$ cat src/rtl/regfile_seq.sv
// Instruction sequencer for an 8 x 16-bit register file datapath.
// Accepts one instruction per start/busy handshake and emits Moore-style controls.
module regfile_seq (
  input  logic        clk,
  input  logic        reset,
  input  logic        start,
  input  logic [15:0] instr,
  output logic        busy,
  output logic        done,
  output logic        err,
  output logic [2:0]  readnum,
  output logic [2:0]  writenum,
  output logic        write,
  output logic [1:0]  vsel,
  output logic        loada,
  output logic        loadb,
  output logic        loadc,
  output logic        loads,
  output logic        asel,
  output logic [1:0]  alu_op,
  output logic [15:0] sximm8
);

  typedef enum logic [2:0] {
    S_WAIT   = 3'd0,
    S_DECODE = 3'd1,
    S_GETA   = 3'd2,
    S_GETB   = 3'd3,
    S_EXEC   = 3'd4,
    S_WRREG  = 3'd5,
    S_WRIMM  = 3'd6
  } state_t;

  localparam logic [2:0] OPC_MOV = 3'b110;
  localparam logic [2:0] OPC_ALU = 3'b101;

  state_t      state_reg, state_next;
  logic [15:0] instr_reg;

  logic [2:0] opcode;
  logic [1:0] op;
  logic [2:0] rn, rd, rm;
  logic       is_movi, is_movr, is_alu, is_cmp, is_mvn, legal;
  logic       write_raw, done_raw, err_raw;

  // Field decode always works from the latched copy, never the live input.
  assign opcode  = instr_reg[15:13];
  assign op      = instr_reg[12:11];
  assign rn      = instr_reg[10:8];
  assign rd      = instr_reg[7:5];
  assign rm      = instr_reg[2:0];
  assign sximm8  = {{8{instr_reg[7]}}, instr_reg[7:0]};

  assign is_movi = (opcode == OPC_MOV) && (op == 2'b10);
  assign is_movr = (opcode == OPC_MOV) && (op == 2'b00);
  assign is_alu  = (opcode == OPC_ALU);
  assign is_cmp  = is_alu && (op == 2'b01);
  assign is_mvn  = is_alu && (op == 2'b11);
  assign legal   = is_movi || is_movr || is_alu;

  // State and instruction registers
  always_ff @(posedge clk) begin
    if (reset) begin
      state_reg <= S_WAIT;
      instr_reg <= 16'h0000;
    end else begin
      state_reg <= state_next;
      if (state_reg == S_WAIT && start) begin
        instr_reg <= instr;
      end
    end
  end

  // Next-state logic
  always_comb begin
    state_next = state_reg;
    case (state_reg)
      S_WAIT: begin
        if (start) state_next = S_DECODE;
      end
      S_DECODE: begin
        if (is_movi)                 state_next = S_WRIMM;
        else if (is_movr || is_mvn)  state_next = S_GETB;
        else if (is_alu)             state_next = S_GETA;
        else                         state_next = S_WAIT;
      end
      S_GETA:  state_next = S_GETB;
      S_GETB:  state_next = S_EXEC;
      S_EXEC:  state_next = is_cmp ? S_WAIT : S_WRREG;
      S_WRREG: state_next = S_WAIT;
      S_WRIMM: state_next = S_WAIT;
      default: state_next = S_WAIT;
    endcase
  end

  // Moore output decode
  always_comb begin
    readnum   = 3'd0;
    writenum  = 3'd0;
    write_raw = 1'b0;
    done_raw  = 1'b0;
    err_raw   = 1'b0;
    vsel      = 2'b00;
    loada     = 1'b0;
    loadb     = 1'b0;
    loadc     = 1'b0;
    loads     = 1'b0;
    asel      = 1'b0;
    alu_op    = 2'b00;
    case (state_reg)
      S_DECODE: begin
        err_raw = !legal;
      end
      S_GETA: begin
        readnum = rn;
        loada   = 1'b1;
      end
      S_GETB: begin
        readnum = rm;
        loadb   = 1'b1;
      end
      S_EXEC: begin
        if (is_cmp) begin
          loads    = 1'b1;
          alu_op   = 2'b01;
          done_raw = 1'b1;
        end else begin
          // MOV reg passes B through the adder with A forced to zero
          loadc  = 1'b1;
          asel   = is_movr;
          alu_op = is_movr ? 2'b00 : op;
        end
      end
      S_WRREG: begin
        writenum  = rd;
        vsel      = 2'b00;
        write_raw = 1'b1;
        done_raw  = 1'b1;
      end
      S_WRIMM: begin
        writenum  = rn;
        vsel      = 2'b01;
        write_raw = 1'b1;
        done_raw  = 1'b1;
      end
      default: begin
      end
    endcase
  end

  // A reset landing on a final state abandons it: no write, no completion pulse.
  assign busy  = (state_reg != S_WAIT);
  assign write = write_raw && !reset;
  assign done  = done_raw && !reset;
  assign err   = err_raw && !reset;

endmodule
$ cat config.mk
export PLATFORM = sky130hd
export DESIGN_NAME = regfile_seq
export DESIGN_NICKNAME = d
export VERILOG_FILES = /design/src/rtl/regfile_seq.sv
export SDC_FILE = /design/constraint.sdc
export NUM_CORES = 1
export LEC_CHECK = 0
export BUFFER_PORTS_ARGS = -buffer_cell sky130_fd_sc_hd__buf_2
export CAP_MARGIN = 20
export CELL_PAD_IN_SITES_DETAIL_PLACEMENT = 0
export CELL_PAD_IN_SITES_GLOBAL_PLACEMENT = 1
export CORE_ASPECT_RATIO = 0.5
export CORE_UTILIZATION = 35
export CTS_CLUSTER_DIAMETER = 120
export DETAILED_ROUTE_END_ITERATION = 10
export GPL_ROUTABILITY_DRIVEN = 0
export PLACE_DENSITY = 0.91
export SYNTH_ARGS = -nofsm -noshare
export SYNTH_HDL_FRONTEND = slang
export SYNTH_SLANG_ARGS = --single-unit
export TNS_END_PERCENT = 10
$ cat constraint.sdc
create_clock -name clk -period 3 [get_ports clk]
set_input_delay 0.75 -clock clk [delete_from_list [all_inputs] [get_ports clk]]
set_output_delay 0.75 -clock clk [all_outputs]
set_load 0.005 [all_outputs]
Word-level counts from Yosys, hierarchy flattened --
Index checks and enable logic that the tools add are counted.
Storage, ports and cells: register bits after elaboration 19, bits in latches 0, RAM bits 0, memory bits (read-only) 0, input bits 19, output and inout port bits 35, memories kept 0
Cells by class: add/subtract/negate cells 0, multiply operators 0, divide/modulo/power cells 0, order comparisons 0, equality and inequality tests 12, shift-type cells 0, multiplexer cells 23, bitwise logic cells 0, reduce and logical (&&, ||, !) cells 17
Operator list (number):
- 3-bit == test (second input constant) | 5
- 3-bit one-hot mux with 5 select lines | 1
- 3-bit one-hot mux with 2 select lines | 2
- 1-bit 2-to-1 mux | 11
- 2-bit 2-to-1 mux | 5
- 3-bit 2-to-1 mux | 3
- 1-bit logical AND | 8
- 3-bit by 2-bit == test with 1-bit output (second input constant) | 2
- 2-bit == test (second input constant) | 2
- 3-bit by 1-bit == test with 1-bit output (second input constant) | 1
- 3-bit logical NOT | 1
- 1-bit logical OR | 3
- 3-bit nonzero test | 1
- 2-bit by 1-bit == test with 1-bit output (second input constant) | 1
- 1-bit logical NOT | 2
- 2-bit logical NOT | 1
- 2-bit != test (second input constant) | 1
- 1-bit one-hot mux with 2 select lines | 1
- 2-bit OR reduction | 1

Logic depth before layout (Yosys ltp) --
Gate-level depths: netlist of run 1.
word-level depth 7, mapped depth 7, mapped depth without buffers 4

Worst setup path before layout of run 1 --
Ideal clock, no wire load.
path type in2out, start point input port reset, end point output port done, arrival 1.400 ns, setup slack 0.850 ns, cell stages on the path 4, path through clkbuf_1 inv_1 o211a_1 a21o_1
On the way: longest elaborated chain between the ends 2
Ends and longest elaborated chain:
- from (decl) | RTL line 5 | input logic reset,
- 1-bit logical NOT | RTL line 154 | assign done = done_raw && !reset;
- 1-bit logical AND | RTL line 154
- to (decl) | RTL line 9 | output logic done,
Every way passes these cells.

Worst setup path after layout of run 1 --
start point register state_reg[0], end point output port done
On the way: longest elaborated chain between the ends 4, elaborated cells between the ends (all ways) 6, those cells by class eq/ne: 3; mux: 1; reduce/logical: 2
Ends and longest elaborated chain:
- from (decl) | RTL line 37 | state_t state_reg, state_next;
- from (signal assigned) | RTL line 67 | state_reg <= state_next;
- 3-bit == test | RTL line 110 | case (state_reg)
- 2-bit OR reduction (no source line)
- 1-bit one-hot mux with 2 select lines * | RTL line 110
- 1-bit logical AND * | RTL line 154
Mark *: on every way between the ends. The rest lies on a longest branch, timed or not.

==> results of run 1 <==
-- area by class of cell --
cell class	count	area share
sequential	19	0.280
clock inverter	1	0.00554
tap	40	0.0369
timing repair buffer	53	0.197
inverter	4	0.0111
clock buffer	3	0.0304
multi-input combinational	104	0.438
-- synthesized netlist by cell type (all sizes together) --
| library cell | n | share of area |
|---|---|---|
| and3 | 2 | 0.011 |
| o21ba | 1 | 0.0084 |
| nand2 | 36 | 0.12 |
| mux2i | 3 | 0.025 |
| o211a | 1 | 0.0084 |
| buf | 23 | 0.16 |
| a31oi | 1 | 0.0053 |
| nor3 | 2 | 0.018 |
| and2 | 2 | 0.011 |
| nor4 | 1 | 0.0053 |
| o21ai | 4 | 0.017 |
| a211oi | 1 | 0.0063 |
| nand2b | 3 | 0.018 |
| inv | 4 | 0.013 |
| nor2b | 6 | 0.032 |
| nand3 | 2 | 0.0084 |
| a21o | 1 | 0.0063 |
| or3b | 1 | 0.0074 |
| conb | 1 | 0.0031 |
| a21oi | 20 | 0.12 |
| dfxtp | 19 | 0.32 |
| clkbuf | 3 | 0.0095 |
| a41o | 1 | 0.0084 |
| a22oi | 3 | 0.019 |
| and3b | 1 | 0.0074 |
| nor3b | 1 | 0.011 |
| nor2 | 10 | 0.032 |
-- through the flow --
| step | util | instance area, sq um | setup WS, ps | hold WS, ps |
|---|---|---|---|---|
| 2_1_floorplan | - | 1190 | 850 | 449 |
| 3_3_place_gp | 0.419 | 1310 | 790 | 456 |
| 3_5_place_dp | 0.419 | 1310 | 771 | 459 |
| 4_1_cts | 0.435 | 1360 | 509 | 471 |
| 5_1_grt | 0.435 | 1360 | 339 | 485 |
| 6_report | 0.435 | 1360 | 513 | 466 |
-- final timing paths --
kind                                    from      endpoint  slack, ps  cells past startpoint
worst max-delay path            state_reg[0]          done        510                      5
worst min-delay path            instr_reg[4]  instr_reg[4]        470                      2
worst max register to register  state_reg[2]  instr_reg[2]       1350                      4
worst min register to register  instr_reg[4]  instr_reg[4]        470                      2
-- report_power, final --
| part | internal [uW] | switching, uW |
|---|---|---|
| logic | 45.1 | 56.9 |
| registers | 268 | 19.1 |
| clock network | 93.7 | 90.6 |
| total | 407 | 167 |
-- kinds of logic (layout without fill, tap and decap cells) --
kind of cell	Yosys count	count (layout)
compound gates	33	33
other cells	1	1
mux	3	3
simple gates	67	67
buf+inv	30	61
flops	19	19
-- worst min-delay path, delay by kind of cell (launching register included) --
| kind | cells | cell delay (ps) |
|---|---|---|
| AND/OR/NAND/NOR | 1 | 70 |
| AO/OA/AOI/OAI | 1 | 50 |
| flip-flops | 1 | 310 |
-- placed cells by master, fill, tap and decap left out --
cell         n
a211oi_1     1
a21o_1       1
a21oi_1     10
a21oi_2     10
a22oi_1      3
a31oi_1      1
a41o_1       1
and2_1       2
and3_1       2
and3b_1      1
buf_2       52
buf_4        1
clkbuf_8     3
clkinvlp_4   1
conb_1       1
dfxtp_1     19
inv_1        4
mux2i_1      3
nand2_1     34
nand2_2      2
nand2b_1     2
nand2b_2     1
nand3_1      2
nor2_1      10
nor2b_1      6
nor3_1       1
nor3_4       1
nor3b_2      1
nor4_1       1
o211a_1      1
o21ai_0      4
o21ba_2      1
or3b_1       1
-- per-layer routing --
metal	GRT usage	part of all wire	routed length, um	vias up
met5	0	0	0	-
li1	-	-	-	546
met4	0.0305	0	0	0
met3	0.0389	0.057	150	0
met2	0.246	0.44	1160	32
met1	0.207	0.50	1320	462
==> run_results.csv, run 1 <==
group,metric,value,unit
sta,setup-tns-final,0,ps
worst_setup_path,crit_path_max_incr_delay,580,ps
clocking,cts_made_buffers,3,
floorplanning,io_pins,54,
synth,synth_seq_cells,19,
flow_run,drv_cap,0,
detailed_routing,drc,4,
power_and_ir_drop,irDropWorstVdd,0.203,mV
global_route,overflow,0,
synth,syn_area,1190,sq um
detailed_routing,routed_wl,2640,um
finish,finalNonFillerCells,224,
power_and_ir_drop,p_leak,0.000660,uW
synth,synth_mux_area_frac,0.0252,
worst_setup_path,worstPathArrival,1740,ps
finish,drive_gt1_frac,0.397,
clocking,ctsHoldBuffers,0,
clocking,tritoncts,"yes",
global_route,grt_max_degree,21,
finish,design.final.nets,204,
placement,dp_hpwl,2010,um
detailed_routing,routedWlPerCell,11.8,um
synth,synth-xor-area-share,0,
floorplanning,coreArea,3120,sq um
global_route,grt_pass1_vias,975,
detailed_routing,drt_iter0_drc,52,
floorplanning,start_util,0.382,
worst_setup_path,crit_fanout,10,
floorplanning,die_x,84.5,um
sta,drv_slew,0,
global_route,grt_pass1_wl,4390,um
clocking,path_clk_slew,70,ps
worst_setup_path,end_kind,"output port",
sta,clock_skew,1.46,ps
hold_path,hold_class,"flop to flop",
worst_setup_path,cp.buffers_inverters,2,
worst_setup_path,crit_chain,"inv_1, nor2_1, o211a_1, a21o_1, buf_2",
finish,area_delta_synth_final,13.9,%
sta,setup_viol_count_final,0,
power_and_ir_drop,fin_total_pwr,573,uW
worst_setup_path,path_delay_family,"flip-flops",
sta,rsz0062_at_grt,"false",
floorplanning,row_count,14,
clocking,worstSkewPairLatency,260,ps
outcome,violations,"DRC",
floorplanning,die_height,43.3,um
finish,antenna_cells,0,
finish,largest_register_ffs,16,
clocking,clock_path_buffers,2,
synth,synth_top_family_by_area,"simple AND/OR/NAND/NOR gates",
sta,finalHoldViolations,0,
sta,worst_pin_slew,621,ps
finish,n_fill_cell,342,
synth,yosys.area_share.simple,0.276,
detailed_routing,vias_per_cell,4.64,
global_route,grt_usage,0.152,
clocking,cts_root_buf,"clkbuf_8",
clocking,cts-resized-gates,0,
sta,timing.final.crit_share,0.829,
sta,fin_crit,2490,ps
clocking,cts.sinks,19,
synth,seq_area_frac_synth,0.319,
placement,port_buffers,52,
worst_setup_path,critPathSlowestCell,"dfxtp_1",
synth,ys_warn_count,0,
detailed_routing,num_vias,1040,
sta,max_freq,402,MHz
outcome,outcome,"finished with violations",
worst_setup_path,critPathRequiredTime,2250,ps
synth,synth_compound_area_frac,0.194,
synth,ys_types,34,
worst_setup_path,cp-start-kind,"flop",
finish,regArea,380,sq um
finish,multiInputGateArea,594,sq um
detailed_routing,drtPass1Iterations,7,
power_and_ir_drop,power_density,423,nW/um^2
detailed_routing,ant_nets,0,
synth,synth_fa_ha_area_frac,0,
placement,placedCellCount,220,
clocking,ctsHtreeMaxLevel,1,
worst_setup_path,worst-setup-path-type,"flop to output port",
floorplanning,dieArea,3650,sq um
global_route,antenna_found_initial,0,
synth,syn_inst,153,
synth,synthesis.nets,172,
synth,synth_area_per_cell,7.79,sq um
sta,relSlewSlack,0.586,
clocking,post_cts_buffers,0,
Note: power is estimated with default switching activity, not from simulation.
==> run 2: changes to the inputs <==
- ABC_AREA: unset -> 1
- CORE_UTILIZATION: 35 -> 30
- PLACE_DENSITY: 0.91 -> 0.84
- clock period: 3 -> 2.36 ns (I/O delays scaled with it)
==> run_results.csv, run 2 <==
group,metric,value,unit
sta,fin_crit,2050,ps
clocking,cts.sinks,19,
global_route,grt_pass1_wl,4060,um
sta,clock_skew,5.28,ps
worst_setup_path,crit_fanout,6,
detailed_routing,drc,0,
sta,timing.final.crit_share,0.867,
worst_setup_path,cp-start-kind,"flop",
finish,final_cell_mix,"buf_2 (52), nand2_1 (37), inv_1 (23), nand3_1 (20)",
clocking,ctsHtreeMaxLevel,1,
sta,rsz0062_at_grt,"false",
synth,synth_ff_type,"dfxtp_1",
worst_setup_path,worstPathArrival,1460,ps
hold_path,hold_class,"flop to flop",
synth,async_reset_ff_frac,0,
synth,synth_most_common_cell,"nand2_1",
synth,seq_area_frac_synth,0.336,
sta,setup_viol_count_final,0,
finish,finalNonFillerCells,255,
outcome,outcome,"complete, no violations",
power_and_ir_drop,power_density,523,nW/um^2
sta,drv_slew,0,
worst_setup_path,reg2reg_slack,1050,ps
sta,setup-tns-final,0,ps
placement,post-place-ws,574,ps
synth,synthesis.nets,189,
worst_setup_path,r2r_start,"state_reg[0]",
hold_path,worstHoldEndpoint,"instr_reg[10]",
floorplanning,start_util,0.322,
worst_setup_path,critPathRequiredTime,1770,ps
synth,synthDominantAreaCellType,"dfxtp_1",
floorplanning,row_count,15,
synth,ys_types,20,
worst_setup_path,worst-setup-path-type,"flop to output port",
finish,antenna_cells,0,
finish,design.final.nets,224,
clocking,ctsHoldBuffers,0,
clocking,cts_root_buf,"clkbuf_8",
global_route,grt_pass1_vias,942,
finish,drive_gt1_frac,0.309,
finish,multiInputGateArea,490,sq um
global_route,met3_usage,0.0435,
synth,synth_area_per_cell,6.65,sq um
detailed_routing,routedWlPerCell,10.2,um
detailed_routing,vias_per_cell,4.36,
sta,finalHoldViolations,0,
finish,largest_register_ffs,16,
synth,ys_warn_count,0,
sta,max_freq,489,MHz
power_and_ir_drop,irDropWorstVdd,0.186,mV
placement,dp_hpwl,2010,um
detailed_routing,drtPass1Iterations,4,
floorplanning,die_x,88.8,um
synth,ys_top_cells_by_area,"dfxtp_1 (34%), nand2_1 (12%), buf_4 (12%), nand3_1 (8.8%), a21oi_1 (8.4%)",
synth,synth_seq_cells,19,
clocking,tritoncts,"yes",
global_route,grt-busiest-layer,"met2",
floorplanning,dieArea,4030,sq um
flow_run,drv_cap,0,
clocking,post_cts_buffers,0,
finish,final_common_cell,"buf_2",
finish,n_fill_cell,385,
sta,fin_ws,314,ps
floorplanning,die_height,45.4,um
global_route,grt_usage,0.133,
worst_setup_path,end_kind,"output port",
worst_setup_path,r2r_end,"instr_reg[9]",
detailed_routing,routed_wl,2600,um
clocking,worstSkewPairLatency,250,ps
detailed_routing,ant_nets,0,
global_route,antenna_found_initial,0,
finish,regArea,380,sq um
clocking,path_clk_slew,70,ps
clocking,clock_path_buffers,2,
global_route,grt_use_met1,0.173,
synth,syn_inst,170,
global_route,grt_max_degree,20,
global_route,use_met2,0.223,
worst_setup_path,worstRegToRegCells,6,
finish,area_delta_synth_final,18.4,%
power_and_ir_drop,p_leak,0.000699,uW
floorplanning,io_pins,54,
synth,ys_top_cells_by_count,"nand2_1 (37), inv_1 (23), nand3_1 (20), a21oi_1 (19), dfxtp_1 (19)",
synth,synth_edf_count,0,
placement,placedCellCount,251,
detailed_routing,num_vias,1112,
clocking,cts_made_buffers,3,
hold_path,hold_depth,2,
global_route,overflow,0,
placement,port_buffers,52,
detailed_routing,drt_iter0_drc,59,
clocking,cts-resized-gates,0,
floorplanning,coreArea,3510,sq um
synth,syn_area,1130,sq um
hold_path,worstHoldStart,"instr_reg[10]",
synth,synth_top_area_frac,0.336,
==> run 2: cell types whose count changed after synthesis, sizes merged, moves of 2 or more <==
cell	before	now
inv	4	24
nand3	2	21
nor2	10	16
nor2b	6	0
a22oi	3	0
mux2i	3	0
nand2b	3	0
o22ai	0	3
and2	2	0
and3	2	0
buf	23	21
nand2	36	38
==> run 2: power breakdown <==
group,internal (uW),switching (uW)
logic,49.4,67.5
registers,341,18.1
clock network,117,107
==> run 2: worst max path at each step <==
| stage | start | to | slack, ps | cells after the start |
|---|---|---|---|---|
| global route | state_reg[1] | done | 130 | 6 |
| CTS | state_reg[1] | readnum[1] | 290 | 5 |
| detailed placement | state_reg[1] | readnum[1] | 570 | 5 |
| floorplan | state_reg[1] | readnum[0] | 770 | 4 |
| global placement | state_reg[1] | done | 610 | 6 |
| finish | state_reg[1] | readnum[1] | 310 | 5 |
==> run 2: logic make-up (layout without fill, tap and decap cells) <==
| logic type | count (synthesis) | in the layout | share of synthesized area |
|---|---|---|---|
| simple gates | 76 | 76 | 0.304 |
| buf+inv | 47 | 81 | 0.230 |
| compound gates | 27 | 27 | 0.126 |
| flops | 19 | 19 | 0.336 |
| other cells | 1 | 1 | 0.00332 |
==> run 2: cell type report <==
| cell class | instances | share of cell area |
|---|---|---|
| clock inverters | 1 | 0.00374 |
| multi-input cells | 104 | 0.366 |
| well taps | 51 | 0.0477 |
| repair buffers | 53 | 0.200 |
| inverters | 24 | 0.0673 |
| flip-flops and latches | 19 | 0.284 |
| clock buffers | 3 | 0.0308 |
==> run 2: critical path: stages (launching register included) <==
cell     delay (ps)
dfxtp_1         510
inv_1           120
nor2_1          160
inv_1           100
o21ai_0         180
buf_2           140
==> run 2: routing by layer <==
layer  up-vias  share of wire
li1        584              -
met1       503           0.47
met3         2          0.054
met5         -              0
met2        23           0.47
met4         0         0.0073
==> run 2: metrics by stage <==
step	cell area (sq um)	total power, uW	hold WS (ps)	util
CTS	1340	708	467	0.381
global placement	1290	483	447	0.368
finish	1340	700	463	0.381
detailed placement	1290	485	456	0.368
global route	1340	740	484	0.381
floorplan	1130	465	439	-
==> run 3: changes to the inputs <==
==> constraint.sdc (replaced) <==
create_clock -name clk -period 2.36 [get_ports clk]
set_input_delay 0.354 -clock clk [delete_from_list [all_inputs] [get_ports clk]]
set_output_delay 0.354 -clock clk [all_outputs]
set_load 0.005 [all_outputs]
==> run_results.csv, run 3 (synthesis gave the netlist of run 2 again) <==
group,metric,value,unit
floorplanning,row_count,15,
finish,design.final.nets,223,
worst_setup_path,cp-start-kind,"flop",
sta,setup-tns-final,0,ps
worst_setup_path,critPathSlowestCell,"dfxtp_1",
finish,multiInputGateArea,490,sq um
floorplanning,start_util,0.322,
finish,largest_register_ffs,16,
sta,timing.final.crit_share,0.767,
power_and_ir_drop,p_leak,0.000691,uW
finish,finalNonFillerCells,254,
clocking,ctsHtreeMaxLevel,1,
sta,fin_crit,1810,ps
clocking,cts.sinks,19,
worst_setup_path,critPathRequiredTime,2010,ps
worst_setup_path,crit_path_max_incr_delay,520,ps
worst_setup_path,end_kind,"output port",
worst_setup_path,worstRegToRegCells,6,
outcome,outcome,"complete, no violations",
floorplanning,dieArea,4030,sq um
global_route,antenna_found_initial,0,
clocking,post_cts_buffers,0,
sta,max_freq,553,MHz
finish,final_cell_mix,"buf_2 (52), nand2_1 (37), inv_1 (23), nand3_1 (20)",
finish,final_common_cell,"buf_2",
placement,port_buffers,52,
detailed_routing,vias_per_cell,4.31,
worst_setup_path,path_delay_family,"flip-flops",
detailed_routing,ant_nets,0,
power_and_ir_drop,irDropWorstVdd,0.202,mV
worst_setup_path,cp.buffers_inverters,3,
detailed_routing,drtPass1Iterations,4,
sta,holdWs,352,ps
finish,n_fill_cell,395,
clocking,worstSkewPairLatency,260,ps
finish,drive_gt1_frac,0.305,
global_route,grt_pass1_wl,3840,um
worst_setup_path,crit_fanout,6,
placement,dp_hpwl,1980,um
finish,antenna_cells,0,
detailed_routing,drt_iter0_drc,40,
global_route,grt_pass1_vias,898,
clocking,tritoncts,"yes",
clocking,cts_root_buf,"clkbuf_8",
hold_path,hold_class,"input port to flop",
sta,rsz0062_at_grt,"false",
clocking,cts-resized-gates,0,
finish,area_delta_synth_final,17.9,%
global_route,grt_max_degree,22,
floorplanning,io_pins,54,
clocking,path_clk_slew,70,ps
floorplanning,die_height,45.4,um
floorplanning,coreArea,3510,sq um
worst_setup_path,cp_common_cell,"inv_1",
clocking,cts_made_buffers,3,
sta,clock_skew,2.27,ps
global_route,grt_usage,0.128,
detailed_routing,num_vias,1096,
clocking,ctsHoldBuffers,0,
worst_setup_path,worstPathArrival,1460,ps
finish,final_cell_area,1330,sq um
clocking,clock_path_buffers,2,
floorplanning,die_x,88.8,um
worst_setup_path,crit_chain,"inv_1, nor2_1, inv_1, o21ai_0, buf_2",
placement,placedCellCount,250,
sta,finalHoldViolations,0,
power_and_ir_drop,power_density,530,nW/um^2
global_route,overflow,0,
worst_setup_path,cp.depth,5,
detailed_routing,drc,0,
worst_setup_path,worst-setup-path-type,"flop to output port",
hold_path,hold_depth,3,
sta,setup_viol_count_final,0,
detailed_routing,routed_wl,2560,um
placement,place_area,1280,sq um
flow_run,drv_cap,0,
sta,drv_slew,0,
finish,regArea,380,sq um
detailed_routing,routedWlPerCell,10.1,um
[run 3: stage by stage]
stage / util / total power (uW) / setup WS, ps
after floorplan: - / 465 / 1010
after global placement: 0.366 / 482 / 849
after detailed placement: 0.366 / 483 / 813
after CTS: 0.380 / 711 / 530
after global routing: 0.380 / 744 / 429
final: 0.380 / 706 / 551
[run 3: layout make-up]
type | count | area share
Sequential cell | 19 | 0.285
Multi-Input combinational cell | 104 | 0.368
Timing Repair Buffer | 52 | 0.195
Clock buffer | 3 | 0.0310
Clock inverter | 1 | 0.00563
Inverter | 24 | 0.0675
Tap cell | 51 | 0.0478
[run 3: final timing paths]
| check | start | to | slack [ps] |
|---|---|---|---|
| worst max-delay path | state_reg[1] | readnum[1] | 550 |
| worst min-delay path | instr[3] | instr_reg[3] | 350 |
| worst max register to register | state_reg[0] | instr_reg[4] | 1040 |
| worst min register to register | instr_reg[3] | instr_reg[3] | 460 |
[run 3: where the power goes]
part           internal (uW)  switching (uW)  total [uW]
logic                   48.3            67.4         116
clock network            119             113         232
registers                341            17.9         359
total                    508             198         706
[run 3: metal layers]
| metal | track usage | wire length [um] |
|---|---|---|
| met5 | 0 | 0 |
| met4 | 0.0290 | 8 |
| met3 | 0.0344 | 86 |
| met2 | 0.218 | 1220 |
| met1 | 0.164 | 1240 |
[run 3: tightest hold or removal path: stages]
cell	delay [ps]
buf_2	100
nand3_2	60
a21oi_1	50
